===== src/rtl/date_pkg.sv =====
// Shared calendar constants and helpers for the date counter.
// Field select codes, month numbers, leap-year and month-length functions.
package date_pkg;

   localparam logic [2:0] SEL_DAY   = 3'b011;
   localparam logic [2:0] SEL_MONTH = 3'b100;
   localparam logic [2:0] SEL_YEAR  = 3'b101;

   localparam logic [3:0] JAN = 4'd1;
   localparam logic [3:0] FEB = 4'd2;
   localparam logic [3:0] MAR = 4'd3;
   localparam logic [3:0] APR = 4'd4;
   localparam logic [3:0] MAY = 4'd5;
   localparam logic [3:0] JUN = 4'd6;
   localparam logic [3:0] JUL = 4'd7;
   localparam logic [3:0] AUG = 4'd8;
   localparam logic [3:0] SEP = 4'd9;
   localparam logic [3:0] OCT = 4'd10;
   localparam logic [3:0] NOV = 4'd11;
   localparam logic [3:0] DEC = 4'd12;

   function automatic logic is_leap(input logic [31:0] y);
      return ((y % 32'd4 == 32'd0) && (y % 32'd100 != 32'd0)) || (y % 32'd400 == 32'd0);
   endfunction

   function automatic logic [4:0] days_in_month(input logic [3:0] m, input logic leap);
      case (m)
         FEB:                return leap ? 5'd29 : 5'd28;
         APR, JUN, SEP, NOV: return 5'd30;
         default:            return 5'd31;
      endcase
   endfunction

endpackage


===== src/rtl/date_counter_if.sv =====
// Control and date-output bundle between the time-keeping chain and the date counter.
interface date_counter_if #(parameter int YEAR_W = 12);

   logic              en_1;
   logic              carry_in;
   logic              up;
   logic              down;
   logic [2:0]        select_item;
   logic [4:0]        day;
   logic [3:0]        month;
   logic [YEAR_W-1:0] year_bin;
   logic [2:0]        weekday;
   logic              leap;
   logic              year_wrap;

   modport master (
      output en_1, carry_in, up, down, select_item,
      input  day, month, year_bin, weekday, leap, year_wrap
   );

   modport slave (
      input  en_1, carry_in, up, down, select_item,
      output day, month, year_bin, weekday, leap, year_wrap
   );

endinterface


===== src/rtl/days_in_month_lut.sv =====
// Combinational month-length lookup.
module days_in_month_lut
   import date_pkg::*;
(
   input  logic [3:0] month,
   input  logic       leap,
   output logic [4:0] dim
);

   assign dim = days_in_month(month, leap);

endmodule


===== src/rtl/date_counter.sv =====
// Calendar date counter: day/month/year/weekday with leap years, manual adjust
// with day clamping, and a one-cycle pulse when counting wraps the year range.
module date_counter
   import date_pkg::*;
#(
   parameter int         YEAR_W       = 12,
   parameter int         YEAR_MIN     = 2001,
   parameter int         YEAR_MAX     = 3000,
   parameter logic [2:0] SELECT_DAY   = SEL_DAY,
   parameter logic [2:0] SELECT_MONTH = SEL_MONTH,
   parameter logic [2:0] SELECT_YEAR  = SEL_YEAR,
   parameter logic [2:0] WEEKDAY_INIT = 3'd1
)(
   input  logic         clk_1Hz,
   input  logic         rst,
   date_counter_if.slave bus
);

   localparam logic [YEAR_W-1:0] Y_MIN = YEAR_W'(YEAR_MIN);
   localparam logic [YEAR_W-1:0] Y_MAX = YEAR_W'(YEAR_MAX);

   logic [4:0]        day_q, day_d, dim_cur, dim_pend;
   logic [3:0]        mon_q, mon_d;
   logic [YEAR_W-1:0] yr_q, yr_d;
   logic [2:0]        wd_q, wd_d, wd_inc, wd_dec;
   logic              wrap_q, wrap_d;
   logic              leap_cur, leap_pend;
   logic              sel_day, sel_mon, sel_yr, adj_mode, count;

   assign sel_day  = (bus.select_item == SELECT_DAY);
   assign sel_mon  = (bus.select_item == SELECT_MONTH);
   assign sel_yr   = (bus.select_item == SELECT_YEAR);
   assign adj_mode = sel_day | sel_mon | sel_yr;
   assign count    = !adj_mode && bus.en_1 && bus.carry_in;

   assign leap_cur  = is_leap(32'(yr_q));
   assign leap_pend = is_leap(32'(yr_d));
   assign wd_inc    = (wd_q == 3'd6) ? 3'd0 : wd_q + 3'd1;
   assign wd_dec    = (wd_q == 3'd0) ? 3'd6 : wd_q - 3'd1;

   // Second LUT sees the month/year about to be loaded so clamping lands in the same cycle.
   days_in_month_lut u_dim_cur  (.month(mon_q), .leap(leap_cur),  .dim(dim_cur));
   days_in_month_lut u_dim_pend (.month(mon_d), .leap(leap_pend), .dim(dim_pend));

   always_comb begin
      mon_d  = mon_q;
      yr_d   = yr_q;
      wrap_d = 1'b0;
      if (sel_mon) begin
         if (bus.up)        mon_d = (mon_q == DEC) ? JAN : mon_q + 4'd1;
         else if (bus.down) mon_d = (mon_q == JAN) ? DEC : mon_q - 4'd1;
      end else if (sel_yr) begin
         if (bus.up)        yr_d = (yr_q == Y_MAX) ? Y_MIN : yr_q + YEAR_W'(1);
         else if (bus.down) yr_d = (yr_q == Y_MIN) ? Y_MAX : yr_q - YEAR_W'(1);
      end else if (count && day_q >= dim_cur) begin
         if (mon_q == DEC) begin
            mon_d = JAN;
            if (yr_q == Y_MAX) begin
               yr_d   = Y_MIN;
               wrap_d = 1'b1;
            end else begin
               yr_d = yr_q + YEAR_W'(1);
            end
         end else begin
            mon_d = mon_q + 4'd1;
         end
      end
   end

   always_comb begin
      day_d = day_q;
      wd_d  = wd_q;
      if (sel_day) begin
         if (bus.up) begin
            day_d = (day_q >= dim_cur) ? 5'd1 : day_q + 5'd1;
            wd_d  = wd_inc;
         end else if (bus.down) begin
            day_d = (day_q <= 5'd1) ? dim_cur : day_q - 5'd1;
            wd_d  = wd_dec;
         end
      end else if ((sel_mon || sel_yr) && day_q > dim_pend) begin
         day_d = dim_pend;
      end else if (count) begin
         day_d = (day_q < dim_cur) ? day_q + 5'd1 : 5'd1;
         wd_d  = wd_inc;
      end
   end

   always_ff @(posedge clk_1Hz or posedge rst) begin
      if (rst) begin
         day_q  <= 5'd1;
         mon_q  <= JAN;
         yr_q   <= Y_MIN;
         wd_q   <= WEEKDAY_INIT;
         wrap_q <= 1'b0;
      end else begin
         day_q  <= day_d;
         mon_q  <= mon_d;
         yr_q   <= yr_d;
         wd_q   <= wd_d;
         wrap_q <= wrap_d;
      end
   end

   assign bus.day       = day_q;
   assign bus.month     = mon_q;
   assign bus.year_bin  = yr_q;
   assign bus.weekday   = wd_q;
   assign bus.leap      = leap_cur;
   assign bus.year_wrap = wrap_q;

endmodule


===== src/flat_wrapper.sv =====
// flat-port wrapper written by rule: the top's interface ports become plain ports
module date_counter_flat import date_pkg::*;
#(
   parameter int         YEAR_W       = 12,
   parameter int         YEAR_MIN     = 2001,
   parameter int         YEAR_MAX     = 3000,
   parameter logic [2:0] SELECT_DAY   = SEL_DAY,
   parameter logic [2:0] SELECT_MONTH = SEL_MONTH,
   parameter logic [2:0] SELECT_YEAR  = SEL_YEAR,
   parameter logic [2:0] WEEKDAY_INIT = 3'd1
)
  (clk_1Hz, rst, bus_en_1, bus_carry_in, bus_up, bus_down, bus_select_item, bus_day, bus_month, bus_year_bin, bus_weekday, bus_leap, bus_year_wrap);
  date_counter_if #(.YEAR_W(YEAR_W)) bus_i ();
  input  logic clk_1Hz;
  input  logic rst;
  input wire logic [$bits(bus_i.en_1)-1:0] bus_en_1;
  input wire logic [$bits(bus_i.carry_in)-1:0] bus_carry_in;
  input wire logic [$bits(bus_i.up)-1:0] bus_up;
  input wire logic [$bits(bus_i.down)-1:0] bus_down;
  input wire logic [$bits(bus_i.select_item)-1:0] bus_select_item;
  output wire logic [$bits(bus_i.day)-1:0] bus_day;
  output wire logic [$bits(bus_i.month)-1:0] bus_month;
  output wire logic [$bits(bus_i.year_bin)-1:0] bus_year_bin;
  output wire logic [$bits(bus_i.weekday)-1:0] bus_weekday;
  output wire logic [$bits(bus_i.leap)-1:0] bus_leap;
  output wire logic [$bits(bus_i.year_wrap)-1:0] bus_year_wrap;
  assign bus_i.en_1 = bus_en_1;
  assign bus_i.carry_in = bus_carry_in;
  assign bus_i.up = bus_up;
  assign bus_i.down = bus_down;
  assign bus_i.select_item = bus_select_item;
  assign bus_day = bus_i.day;
  assign bus_month = bus_i.month;
  assign bus_year_bin = bus_i.year_bin;
  assign bus_weekday = bus_i.weekday;
  assign bus_leap = bus_i.leap;
  assign bus_year_wrap = bus_i.year_wrap;
  date_counter #(.YEAR_W(YEAR_W), .YEAR_MIN(YEAR_MIN), .YEAR_MAX(YEAR_MAX), .SELECT_DAY(SELECT_DAY), .SELECT_MONTH(SELECT_MONTH), .SELECT_YEAR(SELECT_YEAR), .WEEKDAY_INIT(WEEKDAY_INIT)) u_core (.clk_1Hz(clk_1Hz), .rst(rst), .bus(bus_i));
endmodule

===== config.mk =====
export PLATFORM = sky130hd
export DESIGN_NAME = date_counter_flat
export DESIGN_NICKNAME = d
export VERILOG_FILES = /design/src/rtl/date_pkg.sv /design/src/rtl/date_counter_if.sv /design/src/rtl/days_in_month_lut.sv /design/src/rtl/date_counter.sv /design/src/flat_wrapper.sv
export SDC_FILE = /design/constraint.sdc
export NUM_CORES = 1
export LEC_CHECK = 0
export ABC_AREA = 1
export BUFFER_PORTS_ARGS = -buffer_cell sky130_fd_sc_hd__buf_2
export CAP_MARGIN = 15
export CORE_MARGIN = 10
export CORE_UTILIZATION = 60
export CTS_CLUSTER_SIZE = 30
export DETAILED_ROUTE_END_ITERATION = 8
export PLACE_DENSITY = 0.79
export SYNTH_ARGS = -nofsm -noshare
export SYNTH_HDL_FRONTEND = slang
export SYNTH_SLANG_ARGS = --single-unit

===== constraint.sdc =====
create_clock -name clk_1Hz -period 18.1 [get_ports clk_1Hz]
set_input_delay 4.525 -clock clk_1Hz [delete_from_list [all_inputs] [get_ports clk_1Hz]]
set_output_delay 4.525 -clock clk_1Hz [all_outputs]
set_load 0.03 [all_outputs]

# ---- Word-level counts from Yosys, hierarchy flattened
# Index checks and enable logic that the tools add are counted.
dict set report op_classes {
  add_sub_neg 8
  n_div 4
  n_lt_le_gt_ge 4
  eq_ne 20
  n_mux 39
  bitwise_logic 2
  reduce_logical 23
}
# operator count
set ops {}
lappend ops {{32-bit zero test} 4}
lappend ops {{12-bit two-way mux} 8}
lappend ops {{12-bit by 7-bit remainder unit with 32-bit output (second input constant)} 2}
lappend ops {{12-bit by 9-bit remainder unit with 32-bit output (second input constant)} 2}
lappend ops {{32-bit nonzero test} 2}
lappend ops {{5-bit two-way mux} 8}
lappend ops {{4-bit two-way mux} 7}
lappend ops {{3-bit two-way mux} 7}
lappend ops {{4-bit == test (second input constant)} 5}
lappend ops {{5-bit case mux with 2 select lines} 2}
lappend ops {{4-bit by 3-bit == test with 1-bit output (second input constant)} 4}
lappend ops {{12-bit by 1-bit adder with 12-bit output (second input constant)} 1}
lappend ops {{12-bit by 11-bit == test with 1-bit output (second input constant)} 1}
lappend ops {{12-bit == test (second input constant)} 1}
lappend ops {{12-bit by 1-bit subtractor with 12-bit output (second input constant)} 1}
lappend ops {{3-bit == test (second input constant)} 3}
lappend ops {{4-bit by 2-bit == test with 1-bit output (second input constant)} 2}
lappend ops {{4-bit OR reduction} 2}
lappend ops {{1-bit two-way mux} 7}
lappend ops {{1-bit logical AND} 6}
lappend ops {{5-bit by 1-bit adder with 5-bit output (second input constant)} 1}
lappend ops {{5-bit greater-or-equal comparator} 1}
lappend ops {{5-bit > comparator} 1}
lappend ops {{5-bit by 1-bit <= comparator with 1-bit output (second input constant)} 1}
lappend ops {{other kinds (18)} 21}
dict set report word_totals {
  register_bits 25
  input_bits 9
  out_inout_bits 26
  wordCells 105
}

# ---- Depth between registers and ports, before layout
# Gate-level depths: netlist of the first run.
dict set report depth {
  depth_word 21
  depth_mapped 104
  depth_no_buf 103
}

# ---- Modules after synthesis
# A second synthesis of the first run with hierarchy kept.
dict set report hier_totals {
  cells_unflattened 887
  area_unflattened_um2 5330.1
}
# mod n_inst cells_each area_each_um2 seq_area_each_um2
set by_module_without_submodules {}
lappend by_module_without_submodules {date_counter 1 855 5177.5 638.1}
lappend by_module_without_submodules {days_in_month_lut 2 16 76.3 0.0}

# ---- Least setup slack after synthesis of the first run
# OpenSTA, ideal clock, no wires.
dict set report synth_path {
  path_kind {register -> register}
  start {register u_core.yr_q[9], in the netlist u_core.bus.year_bin[9]}
  end {register u_core.day_q[4], in the netlist u_core.bus.day[4]}
  setup_ns 0.138
  t_arrival_ns 10.700
  required_time_ns 17.962
  path_slack_ns 7.261
  stages_incl_launch_ff 92
  n_path_buf 1
  synth_period_minus_slack_ns 10.839
  path_cell_list {dfstp_2 buf_2 inv_1 a21oi_1 ha_1 o21ai_0 nand2_1 inv_2 nand2_1 nand2_1 nor2_1 o21ai_0 nand2_1 a21oi_1 nand2_1 nand2_1 nand2_1 nor2_1 [... 56 more ...] nand2_1 nand2_1 nand2_1 nor2_1 nand3_1 nand2_1 nand2_1 nand2_1 inv_1 ha_1 nand2_1 inv_1 nor4_1 o22ai_1 inv_1 o21ai_0 a2111oi_0 a21oi_1}
}
dict set report synth_via {
  elab_chain_cells 21
  elab_cells_between_ends 51
}
# element line
set synth_rtl {}
lappend synth_rtl {{start, declared} date_counter.sv:24} ;# logic [YEAR_W-1:0] yr_q, yr_d;
lappend synth_rtl {{start signal, assigned} date_counter.sv:99} ;# yr_q <= yr_d;
lappend synth_rtl {{12-bit by 7-bit remainder unit with 32-bit output} date_pkg.sv:23} ;# return ((y % 32'd4 == 32'd0) && (y % 32'd100 != 32'd0)) || (y % 32'd400 == 32'd0);
lappend synth_rtl {{32-bit nonzero test} date_pkg.sv:23}
lappend synth_rtl {{1-bit logical AND} date_pkg.sv:23}
lappend synth_rtl {{1-bit logical OR} date_pkg.sv:23}
lappend synth_rtl {{1-bit two-way mux} date_pkg.sv:28} ;# FEB: return leap ? 5'd29 : 5'd28;
lappend synth_rtl {{5-bit case mux with 2 select lines} date_pkg.sv:27} ;# case (m)
lappend synth_rtl {{5-bit greater-or-equal comparator} {date_counter.sv:55, date_counter.sv:75}}
lappend synth_rtl {{1-bit logical AND} date_counter.sv:55} ;# end else if (count && day_q >= dim_cur) begin
lappend synth_rtl {{[... 5 more ...]} --}
lappend synth_rtl {{1-bit logical AND} date_pkg.sv:23}
lappend synth_rtl {{1-bit logical OR} date_pkg.sv:23}
lappend synth_rtl {{1-bit two-way mux} date_pkg.sv:28}
lappend synth_rtl {{5-bit case mux with 2 select lines} date_pkg.sv:27}
lappend synth_rtl {{5-bit > comparator} date_counter.sv:81} ;# end else if ((sel_mon || sel_yr) && day_q > dim_pend) begin
lappend synth_rtl {{1-bit logical AND} date_counter.sv:81}
lappend synth_rtl {{3-bit nonzero test (no source line) / 5-bit two-way mux (equally long branches)} --}
lappend synth_rtl {{2-bit AND reduction (no source line) / 5-bit two-way mux (equally long branches)} --}
lappend synth_rtl {{end signal, assigned} date_counter.sv:97} ;# day_q <= day_d;
lappend synth_rtl {{end, declared} date_counter.sv:22} ;# logic [4:0] day_q, day_d, dim_cur, dim_pend;
# Several ways; a longest one is shown, not always the timed one. The select of a mux whose other input is x is not followed.
# A chain may end at the register's enable or synchronous reset.

# ---- Final worst setup path of the first run
dict set report layout_path {
  start {register u_core.yr_q[7], in the netlist u_core.bus.year_bin[7]}
  end {register u_core.day_q[4], in the netlist u_core.bus.day[4]}
}
dict set report layout_via {
  elab_chain_cells 21
  elab_cells_between_ends 51
}
# element line
set layout_rtl {}
lappend layout_rtl {{12-bit by 7-bit remainder unit with 32-bit output} date_pkg.sv:23}
lappend layout_rtl {{32-bit nonzero test} date_pkg.sv:23}
lappend layout_rtl {{1-bit logical AND} date_pkg.sv:23}
lappend layout_rtl {{1-bit logical OR} date_pkg.sv:23}
lappend layout_rtl {{1-bit two-way mux} date_pkg.sv:28}
lappend layout_rtl {{5-bit case mux with 2 select lines} date_pkg.sv:27}
lappend layout_rtl {{5-bit greater-or-equal comparator} date_counter.sv:55}
lappend layout_rtl {{1-bit logical AND} date_counter.sv:55}
lappend layout_rtl {{[... 3 more ...]} --}
lappend layout_rtl {{via u_core.yr_d[7]} date_counter.sv:24}
lappend layout_rtl {{[... 2 more ...]} --}
lappend layout_rtl {{1-bit logical AND} date_pkg.sv:23}
lappend layout_rtl {{1-bit logical OR (*)} date_pkg.sv:23}
lappend layout_rtl {{1-bit two-way mux (*)} date_pkg.sv:28}
lappend layout_rtl {{5-bit case mux with 2 select lines (*)} date_pkg.sv:27}
lappend layout_rtl {{5-bit > comparator (*)} date_counter.sv:81}
lappend layout_rtl {{1-bit logical AND (*)} date_counter.sv:81}
lappend layout_rtl {{3-bit nonzero test (no source line) / 5-bit two-way mux (equally long branches)} --}
lappend layout_rtl {{2-bit AND reduction (no source line) / 5-bit two-way mux (equally long branches)} --}
# The timed path passes the listed nets; every way through them passes the cells marked *. The select of a mux whose other input is x is not followed.

==> summary.md, run 1 <==
| Metric | Value |
|---|---|
| Status | `completed` |
| Total grt overflow | `0` |
| Complex-gate fraction of the synthesized area | `0.1123` |
| Final setup fails | `0` |
| Async SR Flop Fraction | `1.000` |
| Largest family of logic cells by synthesized area | `simple AND/OR/NAND/NOR gates` |
| Fraction of the mapped netlist area in simple logic gates | `0.5494` |
| Multi-input gate area | `about 3900 um2` |
| Fin. Hold Viols | `0` |
| Synthesized area | `between 5000 and 6000 um2` |
| PortBufs | `34` |
| Detailed Route WL | `14,510 um` |
| CTS tree | `yes` |
| Total CTS buffers | `3` |
| Setup TNS | `0 ps` |
| Nets | `919` |
| Max Slew Vio Count | `0` |
| Ys Warns | `0` |
| Chip width | `approximately 110 um` |
| Fmax | `approximately 77 MHz` |
| Avg Inst Size Synth | `about 6.0 um2` |
| Post-DR vias/cell | `approximately 5.7` |
| Worst hold slack | `~600 ps` |
| DR DRC count | `0` |
| CP arrival | `roughly 13,000 ps` |
| Post-synth EDFFs | `0` |
| Final ANT Viol Nets | `0` |
| Worst Tran Pin Value | `roughly 1100 ps` |
| Clock Path Buffers | `2` |
| Number of hold buffers added after CTS | `0` |
| Crit path max-delay cell type | `dfstp_2` |
| Kind of critical path | `reg2reg` |
| Adder-cell share of the synthesized area | `0.05811` |
| Multiplexer share of the synthesized area | `0.001937` |
| Sequential cell area | `between 600 and 700 um2` |
| RSZ-0062 raised after global routing | `false` |
| Htree depth | `1` |
| Most numerous cell on the critical path | `nand2_1` |
| Starting Density | `0.6226` |
| R2R Setup Slk | `~5200 ps` |
| CP required | `about 18,000 ps` |
| Worst clock skew | `22.66 ps` |
| Synth Flop Type | `dfrtp_1` |
| Tcrit/Tclk final | `0.7129` |
| Clk_lat worst skew | `290 ps` |
| Fin crit period | `12,900 ps` |
| Gate family responsible for the most delay along the worst path | `simple AND/OR/NAND/NOR gates` |
| Gr usage total | `0.2244` |
| P&R area growth vs syn | `4.964%` |
| Netlist cell types | `51` |
| I/O pin count | `35` |
| Bufs and invs on worst path | `10` |
| CP peak stage delay | `slightly above 700 ps` |
| Post-synth top area cell | `nand2_1` |
| Largest net degree at the start of global routing | `26` |
| Die Y | `roughly 110 um` |
| Worst-path clk slew | `around 120 ps` |
| Share of post-route cells with drive strength above 1 | `0.1898` |
| Syn Nets | `around 900` |
| CTS sink count | `25` |
| Crit end category | `flop` |
| Initial drt markers | `roughly 470` |
| Number of setup buffers added after CTS | `0` |
| Drt first pass iters | `5` |
| Number of global-route vias before repair | `roughly 5,300` |
| CORE AREA | `slightly above 8000 um2` |
| Register area share after synthesis | `0.1235` |
| Startpoint Class | `flop` |
| Share of the synthesized area in the top cell type | `0.1794` |
| Worst min-delay path class | `reg2reg` |
| Synth area leaders | `nand2_1 (18%), nand3_1 (8.1%), inv_1 (7.4%)` |
| Max-Cap Viols | `0` |
| #FFs+latches synth | `25` |
| Critical Path Fanout Max | `25` |
| # fillers | `roughly 800` |
| Wire per inst | `between 10 and 15 um` |
| XOR/XNOR Fraction of Synth Area | `0.04237` |
| Root buffer cell | `clkbuf_8` |
| Initial antenna violation count | `0` |
| Via Count | `around 5,600` |
| Die area | `about 13,000 um2` |
| Placer Congestion | `~1.0` |
| Cells after synthesis | `between 800 and 900` |
| DP HPWL | `~12,000 um` |
| Worst slew margin | `0.2399` |
| First-pass GRT wire length | `25,090 um` |
| Ant diodes | `0` |
| Cell Rows | `33` |
| Post_cts resized | `0` |
cell families (layout without fill, tap and decap cells):
group                    Yosys count  after routing
AO/OA/AOI/OAI                    102            102
XOR/XNOR                          25             25
adder cells (fa/ha/maj)           24             24
buffers and inverters            144            166
flip-flops                        25             25
multiplexers                       1              1
AND/OR/NAND/NOR                  542            542
worst min-delay path, cell delays in order, from the launching register on:
cell and delay [ps]:
dfstp_2 440, nor2_1 110, a21oi_1 60
cell usage after synthesis (all sizes together), types with 9 or more instances:
| library cell | n |
|---|---|
| a21oi | 32 |
| buf | 14 |
| dfrtp | 15 |
| dfstp | 10 |
| ha | 24 |
| inv | 125 |
| nand2 | 291 |
| nand3 | 98 |
| nand4 | 37 |
| nor2 | 92 |
| nor3 | 9 |
| o21ai | 49 |
| xor2 | 24 |
flip-flops by register name (all words and copies together) (netlist names):
signal                flops
u_core.bus.day            5
u_core.bus.month          4
u_core.bus.weekday        3
u_core.bus.year_bin      12
u_core.bus.year_wrap      1
cell usage in the layout (no fill, tap or decap), types with 8 or more instances in the layout:
| cell type | instances |
|---|---|
| a21oi_1 | 30 |
| buf_2 | 34 |
| dfrtp_1 | 15 |
| dfstp_2 | 10 |
| ha_1 | 24 |
| inv_1 | 102 |
| inv_2 | 23 |
| nand2_1 | 247 |
| nand2_2 | 28 |
| nand2_4 | 16 |
| nand3_1 | 84 |
| nand4_1 | 32 |
| nor2_1 | 72 |
| nor2_2 | 9 |
| nor3_1 | 8 |
| o21ai_0 | 38 |
| o21ai_1 | 8 |
| xor2_1 | 24 |
path summary, 6_finish.rpt:
check / from / to / depth (start not counted)
max in group asynchronous: rst / u_core.bus.year_bin[1]$_DFF_PP0_ / 2
worst min-delay path: u_core.bus.day[0]$_DFFE_PP1P_ / u_core.bus.day[0]$_DFFE_PP1P_ / 2
worst max-delay path: u_core.bus.year_bin[7]$_DFF_PP1_ / u_core.bus.day[4]$_DFFE_PP0P_ / 90
worst max register to register: u_core.bus.year_bin[7]$_DFF_PP1_ / u_core.bus.day[4]$_DFFE_PP0P_ / 90
worst min register to register: u_core.bus.day[0]$_DFFE_PP1P_ / u_core.bus.day[0]$_DFFE_PP1P_ / 2
min in group asynchronous: rst / u_core.bus.weekday[1]$_DFFE_PP0P_ / 2
final cells by class:
| class | instances | share of cell area |
|---|---|---|
| multi-input cells | 694 | 0.7280 |
| flip-flops and latches | 25 | 0.1176 |
| inverters | 128 | 0.08950 |
| repair buffers | 34 | 0.03137 |
| well taps | 105 | 0.02422 |
| clock buffers | 3 | 0.007612 |
| clock inverters | 1 | 0.001615 |
stage by stage:
| step | util | setup WS [ps] | cells | cell area, um2 |
|---|---|---|---|---|
| after floorplan | - | 7261 | 863 | 5167 |
| after global placement | 0.6475 | 5796 | 986 | 5374 |
| after detailed placement | 0.6475 | 5446 | 986 | 5374 |
| after CTS | 0.6536 | 5371 | 990 | 5424 |
| after global routing | 0.6536 | 3517 | 990 | 5424 |
| final | 0.6536 | 5196 | 990 | 5424 |
routing by layer:
| layer | GRT usage | up-vias | routed length [um] |
|---|---|---|---|
| li1 | - | 2845 | - |
| met1 | 0.2979 | 2561 | 6627 |
| met2 | 0.3829 | 183 | 6814 |
| met3 | 0.01796 | 18 | 835 |
| met4 | 0.05415 | 0 | 237 |
| met5 | 0 | - | 0 |
Power of run 1 is not shown: default switching activity piles up to over one toggle a cycle in this logic, so the estimate is an artifact.
==> run 2, diff against run 1 <==
- clock period: 18.1 -> 13.5 ns (I/O delays scaled with it)
==> summary.md, run 2 (synthesized netlist as in run 1, its figures left out) <==
| Metric | Value |
|---|---|
| R2R Setup Slk | `about 1300 ps` |
| Fmax | `81.85 MHz` |
| CP peak stage delay | `approximately 670 ps` |
| Initial drt markers | `around 550` |
| P&R area growth vs syn | `6.610%` |
| Gr usage total | `0.2167` |
| R2r startpoint | `u_core.bus.year_bin[10]$_DFF_PP1_` |
| CORE AREA | `approximately 8300 um2` |
| Most common cell after layout, fill and taps aside | `nand2_1` |
| Worst hold slack | `roughly 600 ps` |
| Htree depth | `1` |
| CTS sink count | `25` |
| Number of global-route vias before repair | `about 5,200` |
| Worst-path clk slew | `120 ps` |
| Root buffer cell | `clkbuf_8` |
| Kind of critical path | `reg2reg` |
| Number of hold buffers added after CTS | `0` |
| Status | `completed` |
| PortBufs | `34` |
| CP arrival | `12,390 ps` |
| Final setup fails | `0` |
| Nets | `approximately 900` |
| Clk_lat worst skew | `roughly 290 ps` |
| Initial antenna violation count | `0` |
| Tcrit/Tclk final | `0.9050` |
| Clock Path Buffers | `2` |
| Detailed Route WL | `14,520 um` |
| Crit Reg-Reg Endpoint | `u_core.bus.day[4]$_DFFE_PP0P_` |
| Share of post-route cells with drive strength above 1 | `0.2029` |
| Die area | `approximately 13,000 um2` |
| Wire per inst | `14.56 um` |
| Reg2Reg Depth | `92` |
| I/O pin count | `35` |
| Chip width | `about 110 um` |
| Crit end category | `flop` |
| DP HPWL | `roughly 11,000 um` |
| Drt first pass iters | `5` |
| Setup TNS | `0 ps` |
| Cell Rows | `33` |
| CP required | `13,670 ps` |
| Final instance area | `between 5000 and 6000 um2` |
| Starting Density | `0.6226` |
| Post-DR vias/cell | `5.739` |
| Total grt overflow | `0` |
| Final ANT Viol Nets | `0` |
| Critical Path Fanout Max | `13` |
| Most frequent cells in the layout | `nand2_1 (247), inv_1 (100), nand3_1 (84)` |
| Die Y | `~110 um` |
| Max reg flops | `12` |
| CTS tree | `yes` |
| Worst slew margin | `0.3166` |
| Via Count | `about 5,700` |
| Max Slew Vio Count | `0` |
| Ant diodes | `0` |
| Final core utilization | `0.6638` |
| Startpoint Class | `flop` |
| Largest net degree at the start of global routing | `26` |
| Total CTS buffers | `3` |
| Most numerous cell on the critical path | `nand2_1` |
| Hold Path Sink | `u_core.bus.day[0]$_DFFE_PP1P_` |
| Worst min-delay path class | `reg2reg` |
| Fin. Hold Viols | `0` |
| Placer Congestion | `around 1.0` |
| Worst clock skew | `~28 ps` |
| Crit path max-delay cell type | `dfstp_2` |
| First-pass GRT wire length | `24,290 um` |
| Hold Path Stages | `2` |
| Max-Cap Viols | `0` |
| DR DRC count | `0` |
| Placed Area | `5381 um2` |
| Fin crit period | `between 10,000 and 15,000 ps` |
| Hold Startpoint | `u_core.bus.day[0]$_DFFE_PP1P_` |
| Worst Tran Pin Value | `1024 ps` |
-- run 2: worst max path at each step --
| stage | endpoint | from |
|---|---|---|
| finish | u_core.bus.day[4]$_DFFE_PP0P_ | u_core.bus.year_bin[10]$_DFF_PP1_ |
| global route | u_core.bus.day[4]$_DFFE_PP0P_ | u_core.bus.year_bin[10]$_DFF_PP1_ |
| CTS | u_core.bus.day[4]$_DFFE_PP0P_ | u_core.bus.year_bin[9]$_DFF_PP1_ |
| detailed placement | u_core.bus.day[4]$_DFFE_PP0P_ | u_core.bus.year_bin[9]$_DFF_PP1_ |
| global placement | u_core.bus.day[4]$_DFFE_PP0P_ | u_core.bus.year_bin[9]$_DFF_PP1_ |
| floorplan | u_core.bus.day[4]$_DFFE_PP0P_ | u_core.bus.year_bin[9]$_DFF_PP1_ |
-- run 2: final cells by class --
type	instances	area, um2
multi-input combinational	695	3989
fill	778	2790
sequential	25	638.1
inverter	128	485.5
timing repair buffer	40	215.2
tap	105	131.4
clock buffer	3	41.29
clock inverter	1	8.758
-- run 2: critical path, delay by kind of cell, from the launching register on --
family | cells | cell delay (ps)
DFF | 1 | 670
adders and majority gates | 5 | 1160
buffers and inverters | 9 | 800
and+or+nand+nor | 68 | 7780
AOI/OAI and AO/OA | 10 | 1660
-- run 2: per-layer routing --
| layer | vias to the layer above | GRT usage | wire length [um] |
|---|---|---|---|
| li1 | 2860 | - | - |
| met1 | 2626 | 0.2855 | 6359 |
| met2 | 212 | 0.3740 | 6933 |
| met3 | 24 | 0.02007 | 973 |
| met4 | 0 | 0.04399 | 252 |
| met5 | - | 0 | 0 |
-- run 2: metrics by stage --
step,worst slack [ps],std cells
final,1282,997
after global routing,-5.295,997
after CTS,653.9,991
after detailed placement,694.9,987
after global placement,977.9,987
after floorplan,2662,863
-- run 2: timing repair --
item | in CTS | in global routing
resized for setup | 0 | 9
setup buffers | 0 | 5
setup endpoints to repair | 0 | 8
Power of run 2 is left out for the same reason.
==> run 3, diff against run 2 <==
- CORE_UTILIZATION: 60 -> 53
- PLACE_DENSITY: 0.79 -> 0.71
==> summary.md, run 3 (synthesized netlist as in run 1, its figures left out) <==
| Metric | Value |
|---|---|
| Die Y | `between 100 and 150 um` |
| Most frequent cells in the layout | `nand2_1 (247), inv_1 (100), nand3_1 (84)` |
| P&R area growth vs syn | `6.659%` |
| Share of post-route cells with drive strength above 1 | `0.2005` |
| Total grt overflow | `0` |
| Cell Rows | `35` |
| CP required | `13,680 ps` |
| Final ANT Viol Nets | `0` |
| Status | `completed` |
| CTS sink count | `25` |
| Startpoint Class | `flop` |
| Crit end category | `flop` |
| Placed cells | `1,011` |
| Initial drt markers | `494` |
| Largest net degree at the start of global routing | `26` |
| Hold Path Stages | `2` |
| Tcrit/Tclk final | `0.9006` |
| Kind of critical path | `reg2reg` |
| Most numerous cell on the critical path | `nand2_1` |
| CP startpoint | `u_core.bus.year_bin[10]$_DFF_PP1_` |
| Post-DR vias/cell | `approximately 5.6` |
| Max Slew Vio Count | `0` |
| Worst Tran Pin Value | `around 1000 ps` |
| Drt first pass iters | `5` |
| PortBufs | `34` |
| Hold Startpoint | `u_core.bus.day[0]$_DFFE_PP1P_` |
| Gr usage total | `0.1927` |
| Fin. Hold Viols | `0` |
| CORE AREA | `around 9400 um2` |
| Final setup fails | `0` |
| Hold Path Sink | `u_core.bus.day[0]$_DFFE_PP1P_` |
| Critical Path Fanout Max | `9` |
| Detailed Route WL | `roughly 15,000 um` |
| Fmax | `between 80 and 90 MHz` |
| Max-Cap Viols | `0` |
| Via Count | `approximately 5,700` |
| Number of global-route vias before repair | `approximately 5,100` |
| First-pass GRT wire length | `23,950 um` |
| Nets | `between 900 and 1,000` |
| Crit Reg-Reg Endpoint | `u_core.bus.day[4]$_DFFE_PP0P_` |
| Ant diodes | `0` |
| R2R Setup Slk | `1340 ps` |
| Fin crit period | `between 10,000 and 15,000 ps` |
| Worst clock skew | `26.81 ps` |
| Worst min-delay path class | `reg2reg` |
| Clock Path Buffers | `2` |
| Setup TNS | `0 ps` |
| RSZ-0062 raised after global routing | `false` |
| Worst slew margin | `0.3283` |
| Total CTS buffers | `3` |
| DR DRC count | `0` |
| Placer Congestion | `0.9234` |
| Wire per inst | `approximately 14 um` |
| Clk_lat worst skew | `290 ps` |
| CP peak stage delay | `690 ps` |
| Final std cells w/o fill | `between 1,000 and 1,500` |
| Reg2Reg Depth | `89` |
| Worst-path clk slew | `about 120 ps` |
| CP arrival | `about 12,000 ps` |
| Most common cell after layout, fill and taps aside | `nand2_1` |
| I/O pin count | `35` |
| Die area | `14,100 um2` |
| Initial antenna violation count | `0` |
| Chip width | `approximately 120 um` |
| Starting Density | `0.5514` |
| R2r startpoint | `u_core.bus.year_bin[10]$_DFF_PP1_` |
| DP HPWL | `roughly 11,000 um` |
| Crit path max-delay cell type | `dfstp_2` |
| Root buffer cell | `clkbuf_8` |
| Htree depth | `1` |
| Max reg flops | `12` |
| CTS tree | `yes` |
| Number of hold buffers added after CTS | `0` |
run 3: layout make-up:
type                    count  area [um2]
multi-input cells         695        3991
inverters                 128       485.5
clock inverters             1       8.758
flip-flops and latches     25       638.1
clock buffers               3       41.29
repair buffers             36       185.2
well taps                 129       161.4
fillers                   956        3860
run 3: layer usage:
metal / up-vias / share of wire / track usage
li1: 2864 / - / -
met1: 2634 / 0.45 / 0.2546
met2: 204 / 0.48 / 0.3337
met3: 19 / 0.058 / 0.01428
met4: 0 / 0.015 / 0.03893
met5: - / 0 / 0
run 3: how the worst max path moves through the flow:
stage | cells after the start | endpoint | slack [ps]
5_1_grt | 91 | u_core.bus.day[4]$_DFFE_PP0P_ | 80
6_report | 89 | u_core.bus.day[4]$_DFFE_PP0P_ | 1340
3_3_place_gp | 91 | u_core.bus.day[4]$_DFFE_PP0P_ | 820
3_5_place_dp | 89 | u_core.bus.day[4]$_DFFE_PP0P_ | 560
4_1_cts | 88 | u_core.bus.day[4]$_DFFE_PP0P_ | 550
2_1_floorplan | 91 | u_core.bus.day[4]$_DFFE_PP0P_ | 2660
run 3: worst max-delay path: cells and delay by family, from the launching register on:
family | cells | cell delay [ps]
AO/OA/AOI/OAI | 10 | 1760
AND/OR/NAND/NOR | 62 | 7100
adder cells (fa/ha/maj) | 5 | 1240
buffers and inverters | 11 | 1060
XOR/XNOR | 1 | 160
flip-flops | 1 | 690
run 3: timing repair:
action,CTS,global route
gates resized for setup,0,8
setup buffers,0,1
endpoints found under the setup margin,0,8
run 3: stage by stage:
stage | worst slack (ps) | utilization | area (um2) | hold slack, ps
after detailed placement | 560.3 | 0.5774 | 5411 | 564.3
final | 1342 | 0.5881 | 5512 | 588.2
after CTS | 545.7 | 0.5828 | 5461 | 584.8
after global placement | 819.9 | 0.5774 | 5411 | 563.7
after floorplan | 2662 | - | 5167 | 597.6
after global routing | 76.35 | 0.5881 | 5512 | 614.2
Power of run 3 is left out for the same reason.
